File: src/rtl/chunked_addsub_if.sv
// Operand/result bundle for chunked_addsub: start/busy/done handshake, no backpressure;
// a new start is only honoured by the slave when it is not busy.
interface chunked_addsub_if #(
  parameter int WIDTH = 16
);
  logic             start;
  logic             sub;
  logic [WIDTH-1:0] a;
  logic [WIDTH-1:0] b;
  logic             cin;
  logic             busy;
  logic             done;
  logic [WIDTH-1:0] sum;
  logic             cout;
  logic             ovf;

  modport master (
    output start, sub, a, b, cin,
    input  busy, done, sum, cout, ovf
  );

  modport slave (
    input  start, sub, a, b, cin,
    output busy, done, sum, cout, ovf
  );
endinterface

File: src/rtl/chunked_addsub.sv
// Sequential WIDTH-bit add/sub, CHUNK bits per cycle: N=WIDTH/CHUNK busy cycles, then a one-cycle done.
// No backpressure: start is ignored while busy; results hold until the next done.
module chunked_addsub #(
  parameter int WIDTH = 16,
  parameter int CHUNK = 4
) (
  input  logic           clk,
  input  logic           rst,
  chunked_addsub_if.slave io
);
  localparam int N    = WIDTH / CHUNK;
  localparam int IDXW = (N > 1) ? $clog2(N) : 1;

  typedef enum logic [1:0] {IDLE, RUN, DONE} state_t;

  state_t           state_q, state_d;
  logic [WIDTH-1:0] a_q, b_q, res_q, res_d, sum_q;
  logic             carry_q, cout_q, ovf_q;
  logic [IDXW-1:0]  idx_q;
  logic [CHUNK-1:0] chunk_sum;
  logic [CHUNK:0]   cy;
  logic             accept, last;

  assign accept = io.start && ((state_q == IDLE) || (state_q == DONE));
  assign last   = (idx_q == IDXW'(N - 1));

  always_ff @(posedge clk) begin
    if (rst) state_q <= IDLE;
    else     state_q <= state_d;
  end

  always_comb begin
    state_d = state_q;
    case (state_q)
      IDLE:    if (accept) state_d = RUN;
      RUN:     if (last) state_d = DONE;
      DONE:    state_d = accept ? RUN : IDLE;
      default: state_d = IDLE;
    endcase
  end

  // Operands shift down each cycle so the active chunk always sits in the low CHUNK bits.
  always_comb begin
    cy        = '0;
    chunk_sum = '0;
    cy[0]     = carry_q;
    for (int i = 0; i < CHUNK; i++) begin
      chunk_sum[i] = a_q[i] ^ b_q[i] ^ cy[i];
      cy[i+1]      = (a_q[i] & b_q[i]) | (cy[i] & (a_q[i] ^ b_q[i]));
    end
  end

  // Finished chunks enter at the top, so after N cycles chunk 0 lands at bit 0.
  assign res_d = (res_q >> CHUNK) | (WIDTH'(chunk_sum) << (WIDTH - CHUNK));

  always_ff @(posedge clk) begin
    if (rst) begin
      a_q     <= '0;
      b_q     <= '0;
      res_q   <= '0;
      carry_q <= 1'b0;
      idx_q   <= '0;
      sum_q   <= '0;
      cout_q  <= 1'b0;
      ovf_q   <= 1'b0;
    end else if (accept) begin
      a_q     <= io.a;
      b_q     <= io.sub ? ~io.b : io.b;
      carry_q <= io.cin ^ io.sub;
      res_q   <= '0;
      idx_q   <= '0;
    end else if (state_q == RUN) begin
      a_q     <= a_q >> CHUNK;
      b_q     <= b_q >> CHUNK;
      res_q   <= res_d;
      carry_q <= cy[CHUNK];
      idx_q   <= idx_q + 1'b1;
      if (last) begin
        sum_q  <= res_d;
        cout_q <= cy[CHUNK];
        ovf_q  <= cy[CHUNK-1] ^ cy[CHUNK];
      end
    end
  end

  assign io.busy = (state_q == RUN);
  assign io.done = (state_q == DONE);
  assign io.sum  = sum_q;
  assign io.cout = cout_q;
  assign io.ovf  = ovf_q;
endmodule
File: src/flat_wrapper.sv
// flat-port wrapper written by rule: the top's interface ports become plain ports
module chunked_addsub_flat 
#(
  parameter int WIDTH = 16,
  parameter int CHUNK = 4
)
  (clk, rst, io_start, io_sub, io_a, io_b, io_cin, io_busy, io_done, io_sum, io_cout, io_ovf);
  chunked_addsub_if #(.WIDTH(WIDTH)) io_i ();
  input  logic clk;
  input  logic rst;
  input wire logic [$bits(io_i.start)-1:0] io_start;
  input wire logic [$bits(io_i.sub)-1:0] io_sub;
  input wire logic [$bits(io_i.a)-1:0] io_a;
  input wire logic [$bits(io_i.b)-1:0] io_b;
  input wire logic [$bits(io_i.cin)-1:0] io_cin;
  output wire logic [$bits(io_i.busy)-1:0] io_busy;
  output wire logic [$bits(io_i.done)-1:0] io_done;
  output wire logic [$bits(io_i.sum)-1:0] io_sum;
  output wire logic [$bits(io_i.cout)-1:0] io_cout;
  output wire logic [$bits(io_i.ovf)-1:0] io_ovf;
  assign io_i.start = io_start;
  assign io_i.sub = io_sub;
  assign io_i.a = io_a;
  assign io_i.b = io_b;
  assign io_i.cin = io_cin;
  assign io_busy = io_i.busy;
  assign io_done = io_i.done;
  assign io_sum = io_i.sum;
  assign io_cout = io_i.cout;
  assign io_ovf = io_i.ovf;
  chunked_addsub #(.WIDTH(WIDTH), .CHUNK(CHUNK)) u_core (.clk(clk), .rst(rst), .io(io_i));
endmodule
File: config.mk
export PLATFORM = sky130hd
export DESIGN_NAME = chunked_addsub_flat
export DESIGN_NICKNAME = d
export VERILOG_FILES = /design/src/rtl/chunked_addsub_if.sv /design/src/rtl/chunked_addsub.sv /design/src/flat_wrapper.sv
export SDC_FILE = /design/constraint.sdc
export NUM_CORES = 1
export LEC_CHECK = 0
export CAP_MARGIN = 20
export CORE_MARGIN = 1
export CORE_UTILIZATION = 45
export CTS_CLUSTER_DIAMETER = 100
export DETAILED_ROUTE_END_ITERATION = 7
export GPL_ROUTABILITY_DRIVEN = 0
export PLACE_DENSITY = 0.71
export SLEW_MARGIN = 5
export SYNTH_ARGS = -nofsm -noshare
export SYNTH_HDL_FRONTEND = slang
export SYNTH_SLANG_ARGS = --single-unit
File: constraint.sdc
create_clock -name clk -period 2.9 [get_ports clk]
set_input_delay 0.58 -clock clk [delete_from_list [all_inputs] [get_ports clk]]
set_output_delay 0.58 -clock clk [all_outputs]
set_load 0.02 [all_outputs]
### Yosys cells after proc, flatten, opt, wreduce, memory -nomap -nowiden

Cells that the tools add are included.

| word-level totals | value |
|---|---|
| input port bits | 37 |
| word-level logic and storage cells | 58 |
| output and inout bits | 20 |
| bits in registers | 71 |

| operators by class | value |
|---|---|
| reduce and logical (&&, ||, !) cells | 7 |
| $add $sub $neg | 1 |
| mux-type cells | 11 |
| bitwise logic cells | 25 |
| equality and inequality tests | 5 |

Operator list:

| kind | number |
|---|---|
| $mux 16 | 5 |
| $not 16->16 | 1 |
| $or 12x16->16 | 1 |
| $xor 1x1->1 | 10 |
| $and 1x1->1 | 8 |
| $pmux 2 s3 | 1 |
| $eq 2x2->1 const B | 2 |
| $mux 2 | 2 |
| $ne 2x1->1 const B | 2 |
| $or 1x1->1 | 4 |
| $mux 1 | 3 |
| $reduce_and 3->1 | 1 |
| $add 2x1->2 const B | 1 |
| $eq 2x1->1 const B | 1 |
| $logic_not 2->1 | 1 |
| $reduce_and 2->1 | 1 |
| $reduce_bool 2->1 | 1 |
| $reduce_or 2->1 | 1 |
| $logic_and 1x1->1 | 1 |
| $logic_or 1x1->1 | 1 |
| $not 1->1 | 1 |

### Longest topological paths before layout

| depth | value |
|---|---|
| depth in word-level cells | 11 |
| depth in mapped cells | 10 |
| depth with buffers taken out | 10 |

### Worst setup path after synthesis

No wires, ideal clock.

| path | value |
|---|---|
| path type | reg2reg |
| start point | register u_core.carry_q |
| end point | register u_core.carry_q |
| data arrival time | 2.053 ns |
| slack | 0.773 ns |
| cell stages (with the launch flop) | 10 |
| clock period less this slack | 2.127 ns |
| data required time | 2.826 ns |
| cell sequence | dfxtp_1 > inv_1 > fa_1 > inv_1 > fa_1 > fa_1 > inv_1 > fa_1 > a221o_1 > a31oi_1 |

| on the way | value |
|---|---|
| word-level cells in the longest chain between the ends | 10 |

RTL lines:

| element | line | text |
|---|---|---|
| start, declared | chunked_addsub.sv:18 | `logic carry_q, cout_q, ovf_q;` |
| start signal, assigned | chunked_addsub.sv:69 | `carry_q <= io.cin ^ io.sub;` |
| start signal, assigned | chunked_addsub.sv:76 | `carry_q <= cy[CHUNK];` |
| $and 1x1->1 | chunked_addsub.sv:49 | `cy[i+1] = (a_q[i] & b_q[i]) \| (cy[i] & (a_q[i] ^ b_q[i]));` |
| $or 1x1->1 | chunked_addsub.sv:49 |  |
| $and 1x1->1 | chunked_addsub.sv:49 |  |
| $or 1x1->1 | chunked_addsub.sv:49 |  |
| $and 1x1->1 | chunked_addsub.sv:49 |  |
| $or 1x1->1 | chunked_addsub.sv:49 |  |
| $and 1x1->1 | chunked_addsub.sv:49 |  |
| $or 1x1->1 | chunked_addsub.sv:49 |  |
| $mux 1 | chunked_addsub.sv:72 | `end else if (state_q == RUN) begin` |
| $mux 1 | chunked_addsub.sv:66 | `end else if (accept) begin` |

No other way between the ends. The select of a mux whose other input is x is not followed.
A chain may end at the register's enable or synchronous reset.

### Worst setup path in the final report

| path | value |
|---|---|
| start point | register u_core.state_q[0] |
| end point | output port io_busy |

| on the way | value |
|---|---|
| word-level cells in the longest chain between the ends | 1 |

RTL lines:

| element | line | text |
|---|---|---|
| start, declared | chunked_addsub.sv:16 | `state_t state_q, state_d;` |
| start signal, assigned | chunked_addsub.sv:29 | `else state_q <= state_d;` |
| $eq 2x1->1 | chunked_addsub.sv:86 | `assign io.busy = (state_q == RUN);` |
| end, declared | flat_wrapper.sv:16 | `output wire logic [$bits(io_i.busy)-1:0] io_busy;` |

No other way between the ends.

==> flow_metrics.py <==
metrics = {
    "synth": {
        "synth-compound-area-share": 0.1723,
        "synthTopCellsByArea": "dfxtp_1, nand2_1, a21oi_1",
        "ys_seq_elements": 67,
        "synth_top_family_by_area": "simple AND/OR/NAND/NOR gates",
        "synth_most_common_cell": "dfxtp_1",
        "ys_async_sr_fraction": 0,
        "syn_area_um2": 2818,
        "synthAdderAreaFrac": 0.03286,
        "syn-num-nets": 365,
        "synth_edf_count": 0,
        "syn_inst": 323,
        "synthMuxAreaShare": 0.01421,
        "yosys-top-cells-count": "dfxtp_1, nand2_1, a21oi_1",
        "synth_ff_type": "dfxtp_1",
        "ys_warn_count": 0,
        "synth_xor_area_frac": 0.05906,
        "yosys.area_share.simple": 0.1736,
        "avgSynthCellArea_um2": 8.724,
        "yosys.area.top_type": "dfxtp_1",
        "ys_types": 29,
        "yosysTopAreaCellShare": 0.4760,
        "synth_sequential_area_ratio": 0.4760,
    },
    "critical_path": {
        "critical_path_buf_inv_count": 2,
        "rrSetupSlack_ns": 0.60,
        "cp.required_ns": 2.32,
        "crit_fanout": 44,
        "cp.arrival_ns": 1.85,
        "crit_family": "buffers and inverters",
        "r2r_end": "u_core.carry_q",
        "rr_startpoint": "u_core.carry_q",
        "crit_type": "reg2out",
        "cp-end-kind": "output port",
        "max_stage_delay_ns": 0.67,
        "crit_chain": "nand2b_2, inv_6, clkdlybuf4s50_1",
        "critPathSlowestCell": "clkdlybuf4s50_1",
        "start_kind": "flip-flop",
        "rr_worst_depth": 9,
    },
    "power_and_ir_drop": {
        "vdd_drop_max_v": 0.0002954,
        "total_leakage_power_uw": 0.001245,
        "internal_power_uw": 1458,
        "swShare": 0.2499,
        "combPwrFrac": 0.133,
        "p_per_area_nw_per_um2": 549.8,
        "p_sw_uw": 485.9,
        "pwr-share-clk": 0.358,
        "pwr-share-seq": 0.509,
    },
    "layout": {
        "fin_util": 0.5902,
        "ff_latch_area_um2": 1341,
        "nNetsFinal": 411,
        "nFillCells": 540,
        "antenna_cells": 0,
        "postLayoutCellArea_um2": 3536,
        "drive_above_1_share": 0.07239,
        "area_delta_synth_final_pct": 25.49,
        "multi_input_area_um2": 1279,
    },
    "global_routing": {
        "grt_overflow": 0,
        "grt_pass1_vias": 2114,
        "grt_pass1_wl_um": 9515,
        "antenna_found_initial": 0,
        "grt.total_usage": 0.1917,
        "grt_max_degree": 45,
    },
    "sta": {
        "max_freq_ghz": 0.4118,
        "fin_crit_ns": 2.429,
        "slew_viol_final": 0,
        "worst_pin_slew_ns": 0.7029,
        "setup_tns_ns": 0,
        "rsz0062_at_grt": "false",
        "maxSlewHeadroom": 0.5314,
        "fin_crit_sh": 0.8374,
        "finalSetupViolCount": 0,
        "hold_viol_final": 0,
        "clock-skew-final_ns": 0.005870,
    },
    "die": {
        "dieWidth_um": 81.13,
        "die_h_um": 81.13,
        "pin_count": 57,
        "fp-row-count": 28,
        "core_area_um2": 5991,
        "dieArea_um2": 6582,
        "initial_utilization": 0.4703,
    },
    "worst_hold_path": {
        "worstHoldEndpoint": "u_core.io.sum[6]",
        "hold_depth": 2,
        "hold_path_class": "reg2reg",
        "min_from": "u_core.io.sum[6]",
    },
    "clock_network": {
        "clock_latency_ns": 0.33,
        "cts_tree": "yes",
        "cts_buffers": 9,
        "ctsHoldBuffers": 0,
        "root_buffer": "clkbuf_8",
        "htree_levels": 3,
        "cts.repair.resized": 0,
        "clk_pin_slew_ns": 0.07,
        "clock-sinks": 67,
        "cts_max_path_buffers": 2,
        "post-cts-setup-buffers": 0,
    },
    "route": {
        "via_count": 2329,
        "firstDrtPassIters": 4,
        "routed_via_density": 5.199,
        "routed_wl_um": 5710,
        "antenna_left": 0,
        "drt_iter0_markers": 99,
        "post_drt_wl_per_cell_um": 12.75,
        "drc_errors": 0,
    },
    "place": {
        "placed_area_um2": 3357,
        "placement.io_buffers": 56,
        "dp_hpwl_um": 3693,
    },
    "flow_run": {
        "maxCapViolations": 0,
    },
    "status": {
        "status": "finished clean",
    },
}
-- worst min-delay path, cell delays in order (launching register included) --
cell,delay (ns)
dfxtp_1,0.31
nand2_1,0.05
a21oi_1,0.05
-- cell usage in the layout (no fill, tap or decap), types with 2 or more instances in the layout --
| cell type | Yosys | layout |
|---|---|---|
| a311oi_1 | 5 | 5 |
| a21oi_1 | 43 | 43 |
| nor2_1 | 13 | 13 |
| buf_4 | 7 | 7 |
| nand3_1 | 17 | 17 |
| xnor2_1 | 3 | 3 |
| xor2_1 | 16 | 16 |
| nor3_1 | 12 | 12 |
| mux2i_1 | 4 | 4 |
| clkbuf_8 | 0 | 12 |
| dfxtp_1 | 67 | 67 |
| clkdlybuf4s50_1 | 0 | 55 |
| a22oi_1 | 13 | 13 |
| clkinv_2 | 0 | 2 |
| a311oi_2 | 2 | 2 |
| nand2_1 | 66 | 66 |
| a211oi_1 | 5 | 5 |
| nand2b_1 | 3 | 2 |
| inv_1 | 7 | 7 |
| o22ai_1 | 6 | 6 |
| fa_1 | 4 | 4 |
-- layer usage --
| layer | part of all wire | track usage | vias to the layer above |
|---|---|---|---|
| met2 | 0.49 | 0.3261 | 68 |
| met3 | 0.053 | 0.06517 | 6 |
| met4 | 0.0093 | 0.05357 | 0 |
| met1 | 0.45 | 0.2286 | 1066 |
| met5 | 0 | 0 | - |
| li1 | - | - | 1189 |
-- kinds of logic (layout without fill, tap and decap cells) --
kind of cell	after synthesis	in the layout
compound gates	77	77
fa+ha+maj	5	5
mux	4	4
xor+xnor	19	19
flops	67	67
buf+inv	36	86
simple gates	115	115
-- flip-flops by register name (all words and copies together) (netlist names) --
| signal | count |
|---|---|
| u_core.a_q | 16 |
| u_core.b_q | 16 |
| u_core.io.sum | 16 |
| u_core.res_q | 12 |
| u_core.idx_q | 2 |
| u_core.state_q | 2 |
| u_core.carry_q | 1 |
| u_core.io.cout | 1 |
| u_core.io.ovf | 1 |
-- how the worst max path moves through the flow --
stage / from / end / slack, ns / cells after the start
floorplan: u_core.carry_q / u_core.carry_q / 0.77 / 9
global placement: u_core.carry_q / u_core.carry_q / 0.72 / 9
detailed placement: u_core.carry_q / u_core.carry_q / 0.63 / 9
CTS: u_core.state_q[0] / io_busy / 0.46 / 3
global route: u_core.state_q[0] / io_busy / 0.38 / 3
finish: u_core.state_q[0] / io_busy / 0.47 / 3
-- cell type report --
class | instances | share of cell area
Tap cell | 75 | 0.02654
Clock buffer | 13 | 0.04777
Multi-Input combinational cell | 220 | 0.3616
Timing Repair Buffer | 63 | 0.1720
Sequential cell | 67 | 0.3793
Clock inverter | 2 | 0.002831
Inverter | 8 | 0.009908
-- metrics by stage --
| step | hold WS, ns | worst slack [ns] | total power (uW) | instances |
|---|---|---|---|---|
| floorplan | 0.4321 | 0.7729 | 1187 | 323 |
| global placement | 0.4415 | 0.7193 | 1265 | 433 |
| detailed placement | 0.4464 | 0.6349 | 1270 | 433 |
| CTS | 0.4557 | 0.4588 | 1959 | 448 |
| global route | 0.4713 | 0.3769 | 2037 | 448 |
| finish | 0.4535 | 0.4715 | 1944 | 448 |
-- power groups by stage --
| stage | registers, uW | logic [uW] | clock network (uW) |
|---|---|---|---|
| finish | 990 | 259 | 695 |
| global route | 995 | 290 | 752 |
| CTS | 990 | 260 | 709 |
| detailed placement | 1010 | 259 | 0 |
| global placement | 1010 | 255 | 0 |
| floorplan | 1000 | 183 | 0 |
Note: power is estimated with default switching activity, not from simulation.
